<file path="src/rtl/pift_pkg.sv">
`default_nettype none
// ============================================================================
// Module : pift_pkg
// Shared FSM state encoding and saturating-add helper for the taint scanner.
// Rev    : 1.0
// ============================================================================
package pift_pkg;

  typedef enum logic [1:0] {
    IDLE = 2'd0,
    WAIT = 2'd1,
    SCAN = 2'd2,
    PUSH = 2'd3
  } pift_state_t;

  // Operands are zero-extended to 32 bits; result clamps at lim.
  function automatic logic [31:0] sat_add(input logic [31:0] a,
                                          input logic [31:0] b,
                                          input logic [31:0] lim);
    logic [32:0] s;
    s = {1'b0, a} + {1'b0, b};
    sat_add = (s > {1'b0, lim}) ? lim : s[31:0];
  endfunction

endpackage
`default_nettype wire

</file>
<file path="src/rtl/pift_rec_fifo.sv">
`default_nettype none
// ============================================================================
// Module : pift_rec_fifo
// First-word-fall-through sync FIFO; push into a full FIFO succeeds when a pop
// happens in the same cycle.
// Rev    : 1.0
// ============================================================================
module pift_rec_fifo #(
  parameter int WIDTH = 8,
  parameter int DEPTH = 4
) (
  input  logic             clk,
  input  logic             rst_n,
  input  logic             i_push,
  input  logic             i_pop,
  input  logic [WIDTH-1:0] i_din,
  output logic [WIDTH-1:0] o_dout,
  output logic             o_full,
  output logic             o_empty
);
  localparam int c_aw = $clog2(DEPTH);
  localparam int c_cw = c_aw + 1;

  logic [WIDTH-1:0] r_mem [DEPTH];
  logic [c_aw-1:0]  r_wr_ptr;
  logic [c_aw-1:0]  r_rd_ptr;
  logic [c_cw-1:0]  r_count;
  logic             w_push;
  logic             w_pop;

  assign o_full  = (r_count == c_cw'(DEPTH));
  assign o_empty = (r_count == '0);
  assign w_pop   = i_pop && !o_empty;
  assign w_push  = i_push && (!o_full || w_pop);
  assign o_dout  = r_mem[r_rd_ptr];

  always_ff @(posedge clk or negedge rst_n) begin
    if (!rst_n) begin
      for (int i = 0; i < DEPTH; i++) r_mem[i] <= '0;
      r_wr_ptr <= '0;
      r_rd_ptr <= '0;
      r_count  <= '0;
    end else begin
      if (w_push) begin
        r_mem[r_wr_ptr] <= i_din;
        r_wr_ptr        <= r_wr_ptr + c_aw'(1);
      end
      if (w_pop) r_rd_ptr <= r_rd_ptr + c_aw'(1);
      case ({w_push, w_pop})
        2'b10:   r_count <= r_count + c_cw'(1);
        2'b01:   r_count <= r_count - c_cw'(1);
        default: r_count <= r_count;
      endcase
    end
  end

endmodule
`default_nettype wire

</file>
<file path="src/rtl/pift_taint_scanner.sv">
`default_nettype none
// ============================================================================
// Module : pift_taint_scanner
// Round-robin sampler of PIFT taint sums; pushes one summary record per scan.
// Rev    : 1.0
// ============================================================================
module pift_taint_scanner
  import pift_pkg::*;
#(
  parameter int NSRC       = 8,
  parameter int SUM_W      = 8,
  parameter int ACC_W      = 16,
  parameter int PERIOD_W   = 16,
  parameter int FIFO_DEPTH = 4
) (
  input  logic                     CLK,
  input  logic                     RST_N,
  input  logic                     EN,
  input  logic [PERIOD_W-1:0]      PERIOD,
  input  logic                     TRIG,
  input  logic [ACC_W-1:0]         THRESH,
  input  logic [NSRC*SUM_W-1:0]    SRC_SUM,
  output logic                     REC_VALID,
  input  logic                     REC_READY,
  output logic [ACC_W-1:0]         REC_TOTAL,
  output logic [SUM_W-1:0]         REC_MAX,
  output logic [$clog2(NSRC)-1:0]  REC_MAXIDX,
  output logic [15:0]              REC_SEQ,
  output logic                     REC_OVER,
  output logic                     BUSY,
  output logic                     ALARM,
  output logic [15:0]              DROP_CNT
);
  localparam int                 c_idx_w    = $clog2(NSRC);
  localparam int                 c_rec_w    = ACC_W + SUM_W + c_idx_w + 16 + 1;
  localparam logic [31:0]        c_acc_max  = 32'((64'd1 << ACC_W) - 64'd1);
  localparam logic [c_idx_w-1:0] c_last_idx = c_idx_w'(NSRC - 1);

  pift_state_t          r_state;
  logic [PERIOD_W-1:0]  r_cnt;
  logic [ACC_W-1:0]     r_acc;
  logic [SUM_W-1:0]     r_max;
  logic [c_idx_w-1:0]   r_max_idx;
  logic [c_idx_w-1:0]   r_scan_idx;
  logic [15:0]          r_seq;
  logic [15:0]          r_drop;
  logic                 r_pend;
  logic                 r_alarm;

  logic [SUM_W-1:0]     w_src;
  logic                 w_periodic;
  logic                 w_scan_start;
  logic                 w_over;
  logic                 w_push;
  logic                 w_full;
  logic                 w_empty;
  logic                 w_drop;
  logic [c_rec_w-1:0]   w_rec_in;
  logic [c_rec_w-1:0]   w_rec_out;

  assign w_src      = SRC_SUM[r_scan_idx*SUM_W +: SUM_W];
  assign w_periodic = EN && (PERIOD != '0);
  assign w_over     = (r_acc >= THRESH);
  assign w_push     = (r_state == PUSH);
  // A full FIFO only drops when the consumer is not freeing the head this cycle.
  assign w_drop     = w_push && w_full && !REC_READY;

  always_comb begin
    w_scan_start = 1'b0;
    case (r_state)
      IDLE:    w_scan_start = TRIG;
      WAIT:    w_scan_start = TRIG || (w_periodic && (r_cnt == '0));
      PUSH:    w_scan_start = r_pend || TRIG;
      default: w_scan_start = 1'b0;
    endcase
  end

  always_ff @(posedge CLK or negedge RST_N) begin
    if (!RST_N) begin
      r_state    <= IDLE;
      r_cnt      <= '0;
      r_acc      <= '0;
      r_max      <= '0;
      r_max_idx  <= '0;
      r_scan_idx <= '0;
      r_seq      <= '0;
      r_drop     <= '0;
      r_pend     <= 1'b0;
      r_alarm    <= 1'b0;
    end else begin
      case (r_state)
        IDLE: begin
          if (w_scan_start) begin
            r_state <= SCAN;
          end else if (w_periodic) begin
            r_state <= WAIT;
            r_cnt   <= PERIOD - PERIOD_W'(1);
          end
        end
        WAIT: begin
          if (w_scan_start)     r_state <= SCAN;
          else if (!w_periodic) r_state <= IDLE;
          else                  r_cnt   <= r_cnt - PERIOD_W'(1);
        end
        SCAN: begin
          if (TRIG) r_pend <= 1'b1;
          r_acc <= ACC_W'(sat_add(32'(r_acc), 32'(w_src), c_acc_max));
          if (w_src > r_max) begin
            r_max     <= w_src;
            r_max_idx <= r_scan_idx;
          end
          r_scan_idx <= r_scan_idx + c_idx_w'(1);
          if (r_scan_idx == c_last_idx) r_state <= PUSH;
        end
        PUSH: begin
          r_seq <= r_seq + 16'd1;
          if (w_over) r_alarm <= 1'b1;
          if (w_drop && (r_drop != 16'hFFFF)) r_drop <= r_drop + 16'd1;
          if (w_scan_start) begin
            r_state <= SCAN;
            r_pend  <= 1'b0;
          end else if (w_periodic) begin
            r_state <= WAIT;
            r_cnt   <= PERIOD - PERIOD_W'(1);
          end else begin
            r_state <= IDLE;
          end
        end
        default: r_state <= IDLE;
      endcase
      if (w_scan_start) begin
        r_acc      <= '0;
        r_max      <= '0;
        r_max_idx  <= '0;
        r_scan_idx <= '0;
      end
    end
  end

  assign w_rec_in = {w_over, r_seq, r_max_idx, r_max, r_acc};

  pift_rec_fifo #(
    .WIDTH (c_rec_w),
    .DEPTH (FIFO_DEPTH)
  ) u_fifo (
    .clk     (CLK),
    .rst_n   (RST_N),
    .i_push  (w_push),
    .i_pop   (REC_READY),
    .i_din   (w_rec_in),
    .o_dout  (w_rec_out),
    .o_full  (w_full),
    .o_empty (w_empty)
  );

  assign {REC_OVER, REC_SEQ, REC_MAXIDX, REC_MAX, REC_TOTAL} = w_rec_out;
  assign REC_VALID = !w_empty;
  assign BUSY      = (r_state == SCAN) || (r_state == PUSH);
  assign ALARM     = r_alarm;
  assign DROP_CNT  = r_drop;

endmodule
`default_nettype wire

</file>
<file path="config.mk">
export PLATFORM = sky130hd
export DESIGN_NAME = pift_taint_scanner
export DESIGN_NICKNAME = d
export VERILOG_FILES = /design/src/rtl/pift_pkg.sv /design/src/rtl/pift_rec_fifo.sv /design/src/rtl/pift_taint_scanner.sv
export SDC_FILE = /design/constraint.sdc
export NUM_CORES = 1
export LEC_CHECK = 0
export ABC_AREA = 1
export BUFFER_PORTS_ARGS = -buffer_cell sky130_fd_sc_hd__buf_2
export CAP_MARGIN = 20
export CORE_ASPECT_RATIO = 0.8
export CORE_UTILIZATION = 55
export CTS_CLUSTER_DIAMETER = 80
export DETAILED_ROUTE_END_ITERATION = 12
export PLACE_DENSITY = 0.77
export SETUP_SLACK_MARGIN = 0.5
export SYNTH_ARGS = -nofsm -noshare
export SYNTH_HDL_FRONTEND = slang
export SYNTH_SLANG_ARGS = --single-unit
</file>
<file path="constraint.sdc">
create_clock -name CLK -period 8.1 [get_ports CLK]
set_clock_uncertainty 0.05 [all_clocks]
set_input_delay 0.405 -clock CLK [delete_from_list [all_inputs] [get_ports CLK]]
set_output_delay 0.405 -clock CLK [all_outputs]
set_load 0.01 [all_outputs]
</file>
# After elaboration in Yosys (flattened, before gate mapping)
# Cells that the tools add are included.
# totals
wordCells,119
output_inout_bits,63
reg_bits,265
# op_classes
n_eq_ne,17
n_mux,35
n_bitwise,2
order_cmp,6
n_shift,1
n_addsub,10
reduce_logical,31
# op_table
operator,n
bitwise mux 176 bit,1
two-way mux 44 bit,3
two-way mux 16 bit,7
binary-select mux 44 bit (select 2 bit),1
demux 44 bit (select 2 bit),1
variable part select 64 x 7 -> 8 bit,1
"adder 16 x 1 -> 16 bit, second input constant",2
one-hot mux 16 bit (2 select lines),1
"subtractor 16 x 1 -> 16 bit, second input constant",2
two-way mux 8 bit,3
adder 16 x 8 -> 17 bit,1
"greater-than comparator 17 x 16 -> 1 bit, second input constant",1
>= comparator 16 bit,1
logical NOT 16 bit,1
"inequality test 16 bit, second input constant",1
nonzero test 16 bit,1
two-way mux 3 bit,5
two-way mux 2 bit,6
"inequality test 2 bit, second input constant",6
nonzero test 2 bit,5
greater-than comparator 8 bit,1
logical AND 1 bit,8
one-hot mux 2 bit (4 select lines),1
"adder 3 x 1 -> 3 bit, second input constant",2
other kinds (22),40

# Longest topological paths before layout
# Gate-level depths: netlist of the first run.
# logic_depth
ltp_word,7
depth_mapped,24
mapped_depth_nobuf,21

# Modules after synthesis
# Synthesis of the first run repeated with hierarchy kept, for this count alone.
# unflattened
hier_cells,1857
area_unflattened_um2,14710.4
# by_module_without_submodules
module,cells_each,n_inst,area_each_um2
pift_rec_fifo,1080,1,8828.5
pift_taint_scanner,777,1,5881.9

# Worst setup path after synthesis of the first run
# OpenSTA, ideal clock, no wires.
# synth_timing
path_kind,register to register
start,register r_scan_idx[0]
end,register r_acc[9]
path_stages_with_launch,24
setup_ns,0.083
n_path_buf,3
setup_slack_ns,4.888
arrival_ns,3.079
path_cell_list,dfrtp_1 -> clkbuf_1 -> inv_1 -> buf_2 -> nor2_1 -> o22ai_1 -> inv_1 -> o21ai_0 -> inv_1 -> fa_1 -> inv_1 -> nand2_1 -> nand2_1 -> o21ai_1 -> o21ai_1 -> nand2_1 -> nand3b_1 -> nand2_1 -> nor2_2 -> nand2_2 -> buf_2 -> nand3_1 -> nand2_1 -> o21ai_0
# synth_between
elab_chain_cells,6
# synth_rtl
item,line,source
start: declaration,pift_taint_scanner.sv:44,logic [c_idx_w-1:0] r_scan_idx;
start signal: assignment,pift_taint_scanner.sv:112,r_scan_idx <= r_scan_idx + c_idx_w'(1);
variable part select 64 x 7 -> 8 bit *,pift_taint_scanner.sv:61,assign w_src = SRC_SUM[r_scan_idx*SUM_W +: SUM_W];
adder 16 x 8 -> 17 bit *,pift_pkg.sv:21,"s = {1'b0, a} + {1'b0, b};"
greater-than comparator 17 x 16 -> 1 bit,pift_pkg.sv:22,"sat_add = (s > {1'b0, lim}) ? lim : s[31:0];"
two-way mux 16 bit *,pift_pkg.sv:22,
two-way mux 16 bit *,pift_taint_scanner.sv:91,case (r_state)
two-way mux 16 bit *,pift_taint_scanner.sv:131,if (w_scan_start) begin
end signal: assignment,pift_taint_scanner.sv:107,"r_acc <= ACC_W'(sat_add(32'(r_acc), 32'(w_src), c_acc_max));"
end: declaration,pift_taint_scanner.sv:41,logic [ACC_W-1:0] r_acc;
# Mark *: on every way between the ends. The rest lies on a longest branch, timed or not. The select of a mux whose other input is x is not followed.
# A chain may end at the register's enable or synchronous reset.

# Worst setup path after layout of the first run
# layout_timing
start,register r_scan_idx[0]
end,register r_acc[4]
# Same word-level chain as after synthesis.

==> impl_metrics.yaml, run 1 <==
layout:
  antenna_cells: 0
  nFillCells: 2105
  fin_area_um2: 15500
  fin_util_pct: 63.6
  area_growth_pct: 13.2
  layout-drive-gt1-share_pct: 14.7
  instances_no_fill: 2120
  finish.net_count: 1931
route:
  detail_route.iter0.violations: 1194
  vias: 11900
  wl_per_cell_um: 16.1
  viasPerCell: 5.60
  drtPass1Iterations: 5
  remaining_drc_errors: 0
  routed_wl_um: 34100
  antenna_left: 0
global_routing:
  grt_pass1_vias: 11300
  grt_start_max_net_pins: 178
  track_usage_pct: 27.3
  grt_pass1_wl_um: 56000
  grt_overflow: 0
  grt_antenna_before_repair: 0
run:
  cap_violations: 0
placed_design:
  globalplace.congestion: 0.890
  post-place-ws_ps: 3630
  place_area_um2: 14600
  dp_hpwl_um: 22300
  buffer_ports.inserted: 163
  placed_cells: 2070
pwr:
  p_leak_nw: 7.58
  irDropWorstVdd_mv: 0.215
  power_frac_clock_pct: 22.1
  p_sw_share_pct: 42.4
  power.internal_mw: 3.31
  combinationalPowerShare_pct: 45.0
  power_frac_seq_pct: 33.0
  p_switching_mw: 2.43
  p_total_mw: 5.74
  power.density_nw_per_um2: 370
synth:
  yosys_warnings: 0
  syn_area_um2: 13700
  synth_nets: 1815
  syn_area_per_cell_um2: 8.22
  async_flop_share_pct: 100
  yosysSeqAreaShare_pct: 48.4
  synth_edf_count: 0
  ys.flop_type: "dfrtp_1"
  synth_cell_types: 46
  synth.ff_latch_count: 265
  synth_cells: 1666
setup_path:
  path_max_fanout: 36
  end_kind: "flop"
  critPathKind: "flop to flop"
  arrival_ps: 4950
  start_kind: "flop"
  crit_required_ps: 8480
sta:
  finalHoldViolCount: 0
  post-route-period-util_pct: 56.4
  slew_headroom_pct: 34.3
  grt_setup_unrepaired: "no"
  timing.hold.ws_ps: 117
  fin_ws_ps: 3530
  setup_tns_ps: 0
  fin_crit_ps: 4570
  setup_viol: 0
  worstMarginPinSlew_ps: 985
  fmax_ghz: 0.219
  finalMaxSlewViolations: 0
cts:
  cts_tree: "built"
  clkSinkCount: 265
  cts.path.max_buffers: 3
  cts_buffers: 27
  clock_latency_ps: 540
  htree_levels: 1
  root_buffer: "clkbuf_16"
  clkTransAtPathRegs_ps: 60
floorplanning:
  ioPinCount: 164
  core-area_um2: 24400
  row_count: 51
  dieArea_um2: 25500
  die_w_um: 178
  start_util_pct: 56.2
  dieHeight_um: 143
outcome:
  status: "complete, no violations"
hold_path:
  hp-class: "input port to flop"
==> cell families (layout without fill, tap and decap cells) <==
| group | Yosys count | count (layout) | share of synthesized area, % |
|---|---|---|---|
| XOR/XNOR | 52 | 52 | 3.33 |
| AO/OA/AOI/OAI | 450 | 450 | 17.5 |
| buffers and inverters | 216 | 352 | 6.67 |
| adder cells (fa/ha/maj) | 48 | 48 | 4.50 |
| multiplexers | 9 | 9 | 0.694 |
| flip-flops | 265 | 265 | 48.4 |
| AND/OR/NAND/NOR | 626 | 626 | 18.8 |
==> metal layers <==
metal / routed length [um] / share of wire [%] / global-route usage, %
met2: 15700 / 46 / 44.0
met4: 698 / 2.0 / 6.91
met5: 0 / 0 / 0
met3: 2170 / 6.4 / 3.94
met1: 15500 / 46 / 38.6
==> critical path, cell delays in order (launching register included) <==
cell and delay (ps):
dfrtp_1 740, inv_1 750, o21ai_0 170, o22ai_1 140, inv_1 50, o21ai_0 440, inv_1 140, fa_1 450
inv_1 70, nand2_1 50, nand2_1 50, o21ai_1 100, o21ai_1 220, nand2_1 80, nand3b_1 90, nand2_1 140
nor2_2 210, nand2_2 220, nand2_1 120, nand2_1 50, o21ai_0 120
==> power groups by stage <==
stage | clock, mW | sequential [mW] | combinational (mW)
after floorplan | 0 | 1.81 | 1.93
after global placement | 0 | 1.89 | 2.49
after detailed placement | 0 | 1.91 | 2.57
after CTS | 1.28 | 1.89 | 2.58
after global routing | 1.34 | 1.93 | 2.91
final | 1.27 | 1.89 | 2.58
==> final cells by class <==
type	instances	area [um^2]	area share [%]
clock inverter	7	93.8	0.605
clock buffer	42	812	5.24
timing repair buffer	173	916	5.91
inverter	130	495	3.20
sequential	265	6630	42.8
tap	318	398	2.57
multi-input combinational	1185	6160	39.7
==> flip-flops by register name, summed over array words and instances (netlist names), 2 cells and up, named ones only <==
register         cells
u_fifo.r_mem       176
DROP_CNT            16
r_acc               16
r_cnt               16
r_seq               16
r_max                8
r_max_idx            3
r_scan_idx           3
u_fifo.r_count       3
u_fifo.r_rd_ptr      2
u_fifo.r_wr_ptr      2
==> Yosys cell counts, types with 3 or more instances <==
cell	n	area [um^2]
o21ai_2	5	43.8
buf_2	13	65.1
inv_2	3	11.3
nand3_1	37	185
inv_1	123	462
xor2_1	41	359
nor3_2	4	40.0
nor2_4	3	33.8
or2_1	6	37.5
clkbuf_1	55	206
o21ai_0	332	1660
nand2_2	9	56.3
buf_6	4	45.0
or2_2	3	18.8
nor2_1	191	717
mux2i_1	5	50.1
mux2_2	4	45.0
buf_4	13	97.6
ha_1	46	576
a31oi_1	7	43.8
nand2_1	336	1260
o21ai_1	14	70.1
nor2_2	5	31.3
xnor2_1	11	96.3
nand4_1	12	75.1
a21oi_1	22	110
dfrtp_1	265	6630
o22ai_1	59	369
nor3_1	14	70.1
==> final timing paths <==
kind / cells past startpoint / slack (ps) / end / startpoint
worst max-delay path: 20 / 3530 / r_acc[4] / r_scan_idx[0]
worst min-delay path: 3 / 120 / u_fifo.r_rd_ptr[0] / REC_READY
worst max register to register: 20 / 3530 / r_acc[4] / r_scan_idx[0]
worst min register to register: 1 / 420 / ALARM / ALARM
max in group asynchronous: 3 / 6230 / DROP_CNT[12] / RST_N
min in group asynchronous: 2 / 400 / u_fifo.r_mem[5] / RST_N
==> cell usage in the layout, fill, tap and decap left out, types with 37 or more instances in the layout <==
cell type / netlist / routed
buf_2: 13 / 162
dfrtp_1: 265 / 264
ha_1: 46 / 46
inv_1: 123 / 123
nand2_1: 336 / 332
nand3_1: 37 / 37
nor2_1: 191 / 191
o21ai_0: 332 / 332
o22ai_1: 59 / 59
xor2_1: 41 / 41
==> timing repair <==
action	in CTS	in global routing
buffers inserted	0	0
gates resized for setup	0	0
hold buffers	1	0
endpoints found under the setup margin	0	0
endpoints found under the hold margin	88	0
(Power assumes the default switching activity.)
==> inputs of run 2 (changes only) <==
--- a/config.mk
+++ b/config.mk
@@ -9,10 +9,10 @@
 export BUFFER_PORTS_ARGS = -buffer_cell sky130_fd_sc_hd__buf_2
 export CAP_MARGIN = 20
 export CORE_ASPECT_RATIO = 0.8
-export CORE_UTILIZATION = 55
+export CORE_UTILIZATION = 53
 export CTS_CLUSTER_DIAMETER = 80
 export DETAILED_ROUTE_END_ITERATION = 12
-export PLACE_DENSITY = 0.77
+export PLACE_DENSITY = 0.78
 export SETUP_SLACK_MARGIN = 0.5
 export SYNTH_ARGS = -nofsm -noshare
 export SYNTH_HDL_FRONTEND = slang
==> constraint.sdc (replaced) <==
create_clock -name CLK -period 4.1 [get_ports CLK]
set_clock_uncertainty 0.05 [all_clocks]
set_input_delay 0.205 -clock CLK [delete_from_list [all_inputs] [get_ports CLK]]
set_output_delay 0.205 -clock CLK [all_outputs]
set_load 0.01 [all_outputs]
==> impl_metrics.yaml, run 2 (synthesized netlist as in run 1, its figures left out) <==
global_routing:
  grt_pass1_vias: 11200
  grt_overflow: 0
  grt_antenna_before_repair: 0
  grt_pass1_wl_um: 56500
  grt_start_max_net_pins: 126
  track_usage_pct: 26.2
setup_path:
  crit_required_ps: 4440
  arrival_ps: 3670
  worst_path_most_repeated_cell: "nand2_1"
  r2r_cells: 16
  start_kind: "flop"
  end_kind: "flop"
  critPathSlowestCell: "dfrtp_2"
  max_stage_delay_ps: 520
  cp_cell_sequence: "inv_1 -> buf_4 -> o21ai_0 -> o22ai_1 -> nor2_1 -> a31oi_1 -> ha_1 -> a21oi_1 -> inv_1 -> a31oi_1 -> o21ai_0 -> nand2_1 -> xor2_1 -> nand2_1 -> nand2_1 -> o21ai_1"
  path_delay_family: "compound AO/OA/AOI/OAI gates"
  critPathKind: "flop to flop"
  cp_num_cells: 16
  worst-path-buf-inv: 3
  cp-startpoint: "r_scan_idx[1]"
  r2r-start: "r_scan_idx[1]"
  path_max_fanout: 18
route:
  viasPerCell: 5.54
  wl_per_cell_um: 15.9
  routed_wl_um: 34100
  antenna_left: 0
  remaining_drc_errors: 0
  detail_route.iter0.violations: 928
  vias: 11800
  drtPass1Iterations: 5
layout:
  top_register: "u_fifo.r_mem"
  final_common_cell: "nand2_1"
  area_growth_pct: 14.6
  finish.net_count: 1944
  fin_util_pct: 62.0
  multi_input_area_um2: 6170
  nFillCells: 2175
  antenna_cells: 0
  largest_reg_flops: 176
  layout_common_cells: "332 x nand2_1, 330 x o21ai_0, 263 x dfrtp_1, 191 x nor2_1, 162 x buf_2"
  seq_area_um2: 6630
  layout-drive-gt1-share_pct: 15.6
pwr:
  irDropWorstVdd_mv: 0.355
  p_leak_nw: 7.68
  power.density_nw_per_um2: 734
sta:
  timing.hold.ws_ps: 70.8
  grt_setup_unrepaired: "no"
  setup_viol: 0
  finalHoldViolCount: 0
  setup_tns_ps: 0
  post-route-period-util_pct: 81.2
  fin_crit_ps: 3330
  finalMaxSlewViolations: 0
  worstMarginPinSlew_ps: 986
  fmax_ghz: 0.300
  slew_headroom_pct: 34.1
run:
  cap_violations: 0
placed_design:
  globalplace.congestion: 0.926
  dp_hpwl_um: 22900
  buffer_ports.inserted: 163
cts:
  root_buffer: "clkbuf_16"
  htree_levels: 1
  clkSinkCount: 265
  clock_latency_ps: 540
  clkTransAtPathRegs_ps: 70
  cts_setup_buffers: 0
  cts_buffers: 26
  cts.path.max_buffers: 3
  cts_tree: "built"
floorplanning:
  start_util_pct: 54.1
  dieArea_um2: 26500
  row_count: 52
  die_w_um: 182
  dieHeight_um: 146
  core-area_um2: 25300
  ioPinCount: 164
hold_path:
  worstHoldStart: "PERIOD[11]"
  holdPathStages: 4
  hp-class: "input port to flop"
outcome:
  status: "complete, no violations"
[run 2: cell types whose count changed in the layout (fill, tap and decap cells not counted), sizes merged]
cell         previous run  this run
buf                   172       183
clkbuf                 42        36
dlygate4sd3             1         4
clkinv                  3         7
bufinv                  2         3
[run 2: cell type report]
| type | instances | area share [%] |
|---|---|---|
| Clock buffer | 36 | 4.90 |
| Clock inverter | 12 | 1.02 |
| Inverter | 130 | 3.18 |
| Multi-Input combinational cell | 1185 | 39.4 |
| Sequential cell | 265 | 42.3 |
| Tap cell | 324 | 2.58 |
| Timing Repair Buffer | 187 | 6.68 |
[run 2: final timing paths]
check / slack [ps] / endpoint
worst min-delay path: 70 / r_cnt[11]
min in group asynchronous: 330 / u_fifo.r_mem[55]
worst min register to register: 430 / r_seq[15]
max in group asynchronous: 2720 / u_fifo.r_mem[43]
worst max register to register: 770 / r_acc[11]
worst max-delay path: 770 / r_acc[11]
[run 2: timing repair]
action	4_1_cts	5_1_grt
hold buffers	4	0
resized for setup	0	10
setup endpoints to repair	0	16
endpoints found under the hold margin	124	0
[run 2: where the power goes]
| part | leakage (nW) | internal, mW | switching (mW) |
|---|---|---|---|
| registers | 3.58 | 3.26 | 0.408 |
| logic | 3.65 | 1.86 | 3.42 |
| clock network | 0.459 | 1.51 | 1.05 |
| total | 7.68 | 6.63 | 4.89 |
[run 2: through the flow]
stage | std cells | power, mW | setup slack (ps) | instance area, um^2
2_1_floorplan | 1666 | 7.39 | 888 | 13700
3_3_place_gp | 2086 | 8.71 | 669 | 14700
3_5_place_dp | 2086 | 8.89 | 569 | 14700
4_1_cts | 2138 | 11.5 | 525 | 15600
5_1_grt | 2139 | 12.4 | 507 | 15700
6_report | 2139 | 11.5 | 771 | 15700
[run 2: worst reg2reg max path, stage by stage (launching register included)]
cell and delay, ps:
dfrtp_2 520, inv_1 150, buf_4 210, o21ai_0 100, o22ai_1 120, nor2_1 60, a31oi_1 380, ha_1 380
a21oi_1 150, inv_1 60, a31oi_1 290, o21ai_0 230, nand2_1 160, xor2_1 150, nand2_1 60, nand2_1 50
o21ai_1 70
[run 2: metal layers]
layer	GRT usage (%)	part of all wire, %
met2	41.2	45
met3	3.40	6.3
met1	38.8	47
met4	6.02	1.9
met5	0	0
